[config.mk]
export PLATFORM = sky130hd
export DESIGN_NAME = mfp_srec_parser
export DESIGN_NICKNAME = d
export VERILOG_FILES = /design/src/rtl/mfp_srec_parser_pkg.sv /design/src/rtl/mfp_hex_char_decoder.sv /design/src/rtl/mfp_srec_parser.sv
export SDC_FILE = /design/constraint.sdc
export NUM_CORES = 1
export LEC_CHECK = 0
export ABC_CLOCK_PERIOD_IN_PS = 4000
export BUFFER_PORTS_ARGS = -buffer_cell sky130_fd_sc_hd__buf_2
export CAP_MARGIN = 20
export CORE_ASPECT_RATIO = 0.9
export CORE_MARGIN = 2
export CORE_UTILIZATION = 61
export CTS_CLUSTER_DIAMETER = 100
export DETAILED_ROUTE_END_ITERATION = 7
export HOLD_SLACK_MARGIN = 0.06
export PLACE_DENSITY = 0.85
export SYNTH_ARGS = -nofsm -noshare
export SYNTH_HDL_FRONTEND = slang
export SYNTH_HIERARCHICAL = 1
export SYNTH_SLANG_ARGS = --single-unit
[constraint.sdc]
create_clock -name clock -period 4 [get_ports clock]
set_clock_uncertainty 0.2 [all_clocks]
set_input_delay 0.8 -clock clock [delete_from_list [all_inputs] [get_ports clock]]
set_output_delay 0.8 -clock clock [all_outputs]
set_load 0.005 [all_outputs]
[src/rtl/mfp_srec_parser_pkg.sv]
// rtl/mfp_srec_parser_pkg.sv - shared constants, FSM encoding and record-type helpers for the S-record parser
//
// Holds the ASCII characters the parser recognises, the parser state encoding,
// the checksum target and small lookups that classify a record type character.

package mfp_srec_parser_pkg;

    // ASCII characters of interest
    localparam logic [7:0] CHAR_S       = 8'h53;
    localparam logic [7:0] CHAR_CR      = 8'h0D;
    localparam logic [7:0] CHAR_LF      = 8'h0A;
    localparam logic [7:0] CHAR_SPACE   = 8'h20;
    localparam logic [7:0] CHAR_ZERO    = 8'h30;
    localparam logic [7:0] CHAR_NINE    = 8'h39;
    localparam logic [7:0] CHAR_UPPER_A = 8'h41;
    localparam logic [7:0] CHAR_UPPER_F = 8'h46;
    localparam logic [7:0] CHAR_LOWER_A = 8'h61;
    localparam logic [7:0] CHAR_LOWER_F = 8'h66;

    // count + address + data + checksum bytes must sum to this value
    localparam logic [7:0] CHECKSUM_TARGET = 8'hFF;

    typedef enum logic [2:0] {
        ST_WAIT_S = 3'd0,
        ST_TYPE   = 3'd1,
        ST_COUNT  = 3'd2,
        ST_ADDR   = 3'd3,
        ST_DATA   = 3'd4,
        ST_CSUM   = 3'd5
    } state_t;

    // Address field length in bytes for a record type character; 0 means the
    // type is not supported and must be treated as malformed input.
    function automatic logic [2:0] record_addr_len(input logic [7:0] c);
        case (c)
            8'h30, 8'h31, 8'h35, 8'h39: return 3'd2;   // S0 S1 S5 S9
            8'h32, 8'h38:               return 3'd3;   // S2 S8
            8'h33, 8'h37:               return 3'd4;   // S3 S7
            default:                    return 3'd0;
        endcase
    endfunction

    // S1/S2/S3 carry bytes that are written to memory
    function automatic logic record_is_data(input logic [7:0] c);
        return (c == 8'h31) || (c == 8'h32) || (c == 8'h33);
    endfunction

    // S7/S8/S9 terminate a download
    function automatic logic record_is_term(input logic [7:0] c);
        return (c == 8'h37) || (c == 8'h38) || (c == 8'h39);
    endfunction

endpackage

[src/rtl/mfp_hex_char_decoder.sv]
// rtl/mfp_hex_char_decoder.sv - combinational ASCII hex digit to nibble decoder
//
// Ports:
//   char_data  8-bit ASCII character
//   nibble     decoded 4-bit value (0 when not a hex digit)
//   is_hex     1 when char_data is 0-9, A-F or a-f

module mfp_hex_char_decoder
    import mfp_srec_parser_pkg::*;
(
    input  logic [7:0] char_data,
    output logic [3:0] nibble,
    output logic       is_hex
);

    always_comb begin
        nibble = 4'd0;
        is_hex = 1'b0;
        if (char_data >= CHAR_ZERO && char_data <= CHAR_NINE) begin
            is_hex = 1'b1;
            nibble = char_data[3:0];
        end else if ((char_data >= CHAR_UPPER_A && char_data <= CHAR_UPPER_F) ||
                     (char_data >= CHAR_LOWER_A && char_data <= CHAR_LOWER_F)) begin
            // 'A'/'a' have low nibble 1, so adding 9 yields 10..15
            is_hex = 1'b1;
            nibble = char_data[3:0] + 4'd9;
        end
    end

endmodule

[src/rtl/mfp_srec_parser.sv]
// rtl/mfp_srec_parser.sv - Motorola S-record decoder producing byte write strobes
//
// Ports:
//   clock          system clock, all state on the rising edge
//   reset_n        asynchronous active-low reset
//   char_data      received ASCII character
//   char_ready     one-cycle strobe qualifying char_data (may be high every cycle)
//   write_address  byte address of the current data byte
//   write_byte     data byte
//   write_enable   one-cycle strobe qualifying write_address/write_byte
//   in_progress    download active
//   format_error   sticky malformed-input / checksum flag, cleared only by reset

module mfp_srec_parser
    import mfp_srec_parser_pkg::*;
#(
    parameter int IDLE_TIMEOUT  = 50000000,
    parameter int TIMEOUT_WIDTH = 26
) (
    input  logic        clock,
    input  logic        reset_n,
    input  logic [7:0]  char_data,
    input  logic        char_ready,
    output logic [31:0] write_address,
    output logic [7:0]  write_byte,
    output logic        write_enable,
    output logic        in_progress,
    output logic        format_error
);

    state_t state, state_nxt;

    logic [3:0]  nibble;
    logic        is_hex;
    logic        phase;       // 1 once the high nibble of a byte has been captured
    logic [3:0]  hi_nib;
    logic [7:0]  rx_byte;
    logic [2:0]  addr_len;
    logic [2:0]  addr_idx;
    logic [7:0]  remain;      // bytes of the record still to come, including this one
    logic [7:0]  sum;
    logic [31:0] cur_addr;
    logic        data_rec;
    logic        term_rec;
    logic [TIMEOUT_WIDTH-1:0] idle_cnt;

    logic        hex_field;
    logic        byte_done;
    logic        bad_char;
    logic        short_count;
    logic        csum_ok;
    logic        timeout_hit;
    logic        fsm_error;
    logic [2:0]  type_len;

    mfp_hex_char_decoder u_hex (
        .char_data (char_data),
        .nibble    (nibble),
        .is_hex    (is_hex)
    );

    assign rx_byte     = {hi_nib, nibble};
    assign hex_field   = (state == ST_COUNT) || (state == ST_ADDR) ||
                         (state == ST_DATA)  || (state == ST_CSUM);
    assign byte_done   = char_ready && is_hex && phase && hex_field;
    assign bad_char    = char_ready && !is_hex && hex_field;
    assign short_count = rx_byte < ({5'd0, addr_len} + 8'd1);
    assign csum_ok     = (sum + rx_byte) == CHECKSUM_TARGET;
    assign type_len    = record_addr_len(char_data);
    assign timeout_hit = !char_ready && (idle_cnt == TIMEOUT_WIDTH'(IDLE_TIMEOUT - 1));

    always_ff @(posedge clock or negedge reset_n) begin
        if (!reset_n) begin
            state <= ST_WAIT_S;
        end else begin
            state <= state_nxt;
        end
    end

    always_comb begin
        state_nxt = state;
        fsm_error = 1'b0;
        case (state)
            ST_WAIT_S: begin
                // line endings, blanks and any other noise between records are skipped
                if (char_ready && char_data == CHAR_S) begin
                    state_nxt = ST_TYPE;
                end
            end
            ST_TYPE: begin
                if (char_ready) begin
                    if (type_len != 3'd0) begin
                        state_nxt = ST_COUNT;
                    end else begin
                        fsm_error = 1'b1;
                    end
                end
            end
            ST_COUNT: begin
                if (byte_done) begin
                    if (short_count) begin
                        fsm_error = 1'b1;
                    end else begin
                        state_nxt = ST_ADDR;
                    end
                end
            end
            ST_ADDR: begin
                // remain == 2 on the last address byte means only the checksum follows
                if (byte_done && addr_idx == addr_len - 3'd1) begin
                    state_nxt = (remain == 8'd2) ? ST_CSUM : ST_DATA;
                end
            end
            ST_DATA: begin
                if (byte_done && remain == 8'd2) begin
                    state_nxt = ST_CSUM;
                end
            end
            ST_CSUM: begin
                if (byte_done) begin
                    state_nxt = ST_WAIT_S;
                end
            end
            default: begin
                state_nxt = ST_WAIT_S;
            end
        endcase
        if (bad_char) begin
            fsm_error = 1'b1;
        end
        if (fsm_error) begin
            state_nxt = ST_WAIT_S;
        end
    end

    always_ff @(posedge clock or negedge reset_n) begin
        if (!reset_n) begin
            idle_cnt <= '0;
        end else if (char_ready) begin
            idle_cnt <= '0;
        end else if (idle_cnt != TIMEOUT_WIDTH'(IDLE_TIMEOUT)) begin
            idle_cnt <= idle_cnt + 1'b1;
        end
    end

    always_ff @(posedge clock or negedge reset_n) begin
        if (!reset_n) begin
            phase         <= 1'b0;
            hi_nib        <= 4'd0;
            addr_len      <= 3'd0;
            addr_idx      <= 3'd0;
            remain        <= 8'd0;
            sum           <= 8'd0;
            cur_addr      <= 32'd0;
            data_rec      <= 1'b0;
            term_rec      <= 1'b0;
            write_address <= 32'd0;
            write_byte    <= 8'd0;
            write_enable  <= 1'b0;
            in_progress   <= 1'b0;
            format_error  <= 1'b0;
        end else begin
            write_enable <= 1'b0;

            if (fsm_error) begin
                phase        <= 1'b0;
                format_error <= 1'b1;
            end else if (char_ready && is_hex && hex_field) begin
                phase <= ~phase;
                if (!phase) begin
                    hi_nib <= nibble;
                end
            end

            case (state)
                ST_WAIT_S: begin
                    if (char_ready && char_data == CHAR_S) begin
                        in_progress <= 1'b1;
                    end
                end
                ST_TYPE: begin
                    if (char_ready && type_len != 3'd0) begin
                        addr_len <= type_len;
                        data_rec <= record_is_data(char_data);
                        term_rec <= record_is_term(char_data);
                    end
                end
                ST_COUNT: begin
                    if (byte_done && !fsm_error) begin
                        remain   <= rx_byte;
                        sum      <= rx_byte;
                        addr_idx <= 3'd0;
                        cur_addr <= 32'd0;
                    end
                end
                ST_ADDR: begin
                    if (byte_done) begin
                        sum      <= sum + rx_byte;
                        remain   <= remain - 8'd1;
                        addr_idx <= addr_idx + 3'd1;
                        cur_addr <= {cur_addr[23:0], rx_byte};
                    end
                end
                ST_DATA: begin
                    if (byte_done) begin
                        sum    <= sum + rx_byte;
                        remain <= remain - 8'd1;
                        if (data_rec) begin
                            write_enable  <= 1'b1;
                            write_address <= cur_addr;
                            write_byte    <= rx_byte;
                            cur_addr      <= cur_addr + 32'd1;
                        end
                    end
                end
                ST_CSUM: begin
                    if (byte_done) begin
                        if (!csum_ok) begin
                            format_error <= 1'b1;
                        end else if (term_rec) begin
                            in_progress <= 1'b0;
                        end
                    end
                end
                default: begin
                end
            endcase

            if (timeout_hit) begin
                in_progress <= 1'b0;
            end
        end
    end

endmodule

==> impl_metrics.yaml <==
cells_and_area:
  n_antenna_cell: 0
  seqCellArea_um2: 3328
  drive_above_1_share: 0.1970
  nNetsFinal: 883
  syn2layout_area_growth_pct: 15.28
  multi_input_area_um2: 3799
  stdcell_count: 1023
  fillCellCount: 852
  final_util: 0.7128
logic_synthesis:
  ys_seq_area_frac: 0.4510
  synth_edf_count: 0
  synth_cells: 788
  syn_avg_cell_area_um2: 9.365
  ys_warn_count: 6
  synth_fp_nets: 821
  ys_types: 73
  synthFlopType: "dfrtp_1"
  ys_async_sr_fraction: 1.000
  netlist_area_um2: 7380
  ys_seq_elements: 133
timing:
  setup-violations-final: 0
  hold_violations: 0
  clock.fmax_mhz: 261.5
  period_share: 0.9560
  maxSlewHeadroom: 0.2959
  setup_tns_ns: 0
  tightest_slew_ns: 1.047
  maxSlewViolCount: 0
  layout_min_cycle_time_ns: 3.824
  grt_setup_unrepaired: "no"
worst_setup_path:
  crit_type: "in2reg"
  cpPeakStageDelay_ns: 0.54
  slowest_stage: "or4_1"
  r2r_slack_ns: 0.84
  worstReg2RegStart: "state[2]"
  path_max_fanout: 4
  critPathBufInv: 3
  cp_top_family: "simple AND/OR/NAND/NOR gates"
  reg2reg_to: "write_byte[1]"
  crit_required_ns: 4.10
  rr_worst_depth: 7
  startpoint_type: "input pin"
  crit_chain: "buf_2 > inv_1 > ha_1 > nand2b_1 > o211ai_1 > buf_4 > o22ai_2 > fa_1 > a211oi_2 > nor2_1 > xnor2_1 > or3_1 > or4_1 > a211o_1"
  crit_arrival_ns: 3.93
  endpoint_kind: "flip-flop"
clocking:
  post_cts.repair.setup_buffers: 0
  clock-root-buffer: "clkbuf_16"
  cts_buffers: 17
  htree_levels: 4
  cts.repair.resized: 0
  path_clk_slew_ns: 0.06
  clockBufferDepth: 2
  cts_sinks: 133
  clk-insertion-delay-late_ns: 0.42
  cts_hold_buf: 0
  cts_tree: "done"
floorplanning:
  dieArea_um2: 12990
  die_y_um: 108.3
  io_pins: 54
  initial_utilization: 0.6184
  num_rows: 38
  core-area_um2: 11930
  fp.dieW_um: 119.9
detailed_routing:
  ant_nets: 0
  route.vias.total: 6540
  vias_per_cell: 6.393
  drt_first_iter_violations: 828
  routed_wl_um: 18920
  wl_per_cell_um: 18.49
  drcViolationCount: 0
  firstDrtPassIters: 5
place:
  placed_cells: 991
  hpwl_um: 12590
  io_buffers: 53
  gp_congestion: 0.9210
min_path:
  hold_end: "format_error"
  hold_depth: 1
  hp-class: "reg2reg"
  hp-start: "format_error"
global_routing:
  grt_pass1_wl_um: 31270
  globalRouteOverflowTotal: 0
  grt_pass1_vias: 6428
  antenna_found_initial: 0
  grtUsageTotal: 0.3037
  grt_max_degree: 73
power:
  p_per_area_nw_per_um2: 418.3
  power_mw: 3.558
  leakagePower_nw: 3.987
  ir_drop_v: 0.0003506
job:
  max_cap_viol_count: 0
outcome:
  status: "completed"
-- layer usage --
| metal | part of all wire | GRT usage | vias up |
|---|---|---|---|
| met1 | 0.41 | 0.4021 | 3170 |
| met2 | 0.49 | 0.4943 | 347 |
| li1 | - | - | 2974 |
| met4 | 0.021 | 0.1218 | 0 |
| met5 | 0 | 0 | - |
| met3 | 0.081 | 0.06224 | 49 |
-- layout make-up --
cell class / instances / area share
timing repair buffer: 81 / 0.05913
sequential: 133 / 0.3912
inverter: 28 / 0.01235
clock buffer: 20 / 0.05486
multi-input combinational: 589 / 0.4465
clock inverter: 12 / 0.01235
tap: 160 / 0.02353
-- layout by cell type, fill, tap and decap left out, drive strengths merged, types with 6 or more instances in the layout --
cell / instances
dfrtp: 133
buf: 81
o21ai: 80
nand2: 80
nor2: 72
a21oi: 49
mux2: 35
inv: 28
xor2: 27
nand3: 25
ha: 21
nor3: 20
clkbuf: 20
nor4: 16
and3: 15
xnor2: 11
nand4: 10
a31oi: 9
o21a: 7
nand2b: 7
a21o: 7
o22ai: 7
mux2i: 6
and4: 6
clkinv: 6
-- through the flow --
step	setup WS, ns	instance area (um2)	hold WS, ns
floorplan	0.04434	7398	0.2497
global placement	-0.06633	7935	0.2513
detailed placement	-0.2171	7935	0.2572
CTS	0.2178	8507	0.2700
global route	0.05379	8507	0.2908
finish	0.1759	8507	0.2735
-- state kept, by name, indices dropped and copies added, names as in the netlist --
register / count
remain: 8
term_rec: 1
in_progress: 1
hi_nib: 4
write_address: 32
write_enable: 1
data_rec: 1
phase: 1
sum: 8
idle_cnt: 26
cur_addr: 32
state: 3
addr_len: 3
write_byte: 8
format_error: 1
addr_idx: 3
-- worst register-to-register path, stage by stage, from the launching register on --
cell     delay [ns]
dfrtp_1        0.57
inv_1          0.22
nor3_2         0.81
nand3_2        0.46
buf_4          0.41
inv_1          0.25
nand2_1        0.11
nand2_1        0.06
-- worst max path at each step --
stage	start	endpoint	slack (ns)	cells after the start
after floorplan	char_data[0]	format_error	0.04	13
after global placement	char_data[0]	format_error	-0.07	14
after detailed placement	char_data[0]	format_error	-0.22	14
after CTS	char_data[0]	format_error	0.22	14
after global routing	char_data[1]	format_error	0.05	14
final	char_data[1]	format_error	0.18	14
-- Yosys cell counts, drive strengths merged (5+ instances only) --
| master | count | area, um2 |
|---|---|---|
| a21o | 7 | 53.80 |
| a21oi | 49 | 245.2 |
| a22oi | 5 | 37.54 |
| a31oi | 9 | 56.30 |
| a32oi | 5 | 43.79 |
| and3 | 15 | 97.59 |
| and4 | 6 | 53.80 |
| buf | 10 | 62.56 |
| clkbuf | 28 | 116.4 |
| dfrtp | 133 | 3328 |
| ha | 21 | 262.8 |
| inv | 28 | 105.1 |
| mux2 | 35 | 394.1 |
| mux2i | 6 | 60.06 |
| nand2 | 80 | 302.8 |
| nand2b | 7 | 43.79 |
| nand3 | 25 | 125.1 |
| nand4 | 10 | 68.81 |
| nor2 | 72 | 270.3 |
| nor3 | 20 | 100.1 |
| nor4 | 16 | 115.1 |
| o21a | 7 | 52.55 |
| o21ai | 80 | 400.4 |
| o22ai | 7 | 43.79 |
| o31ai | 5 | 37.54 |
| or4 | 5 | 41.29 |
| xnor2 | 11 | 96.34 |
| xor2 | 27 | 236.5 |
-- cells by family (layout without fill, tap and decap cells) --
logic type,after synthesis,count (layout),share of synthesized area
mux,41,41,0.06155
simple gates,281,281,0.1950
buf+inv,66,141,0.03849
fa+ha+maj,22,22,0.03832
flops,133,133,0.4510
xor+xnor,38,38,0.04510
compound gates,207,207,0.1706
-- power breakdown --
group / total (mW) / switching (mW) / internal (mW)
clock network: 1.50 / 0.602 / 0.900
logic: 0.589 / 0.398 / 0.192
registers: 1.47 / 0.0853 / 1.38
(Power assumes the default switching activity.)
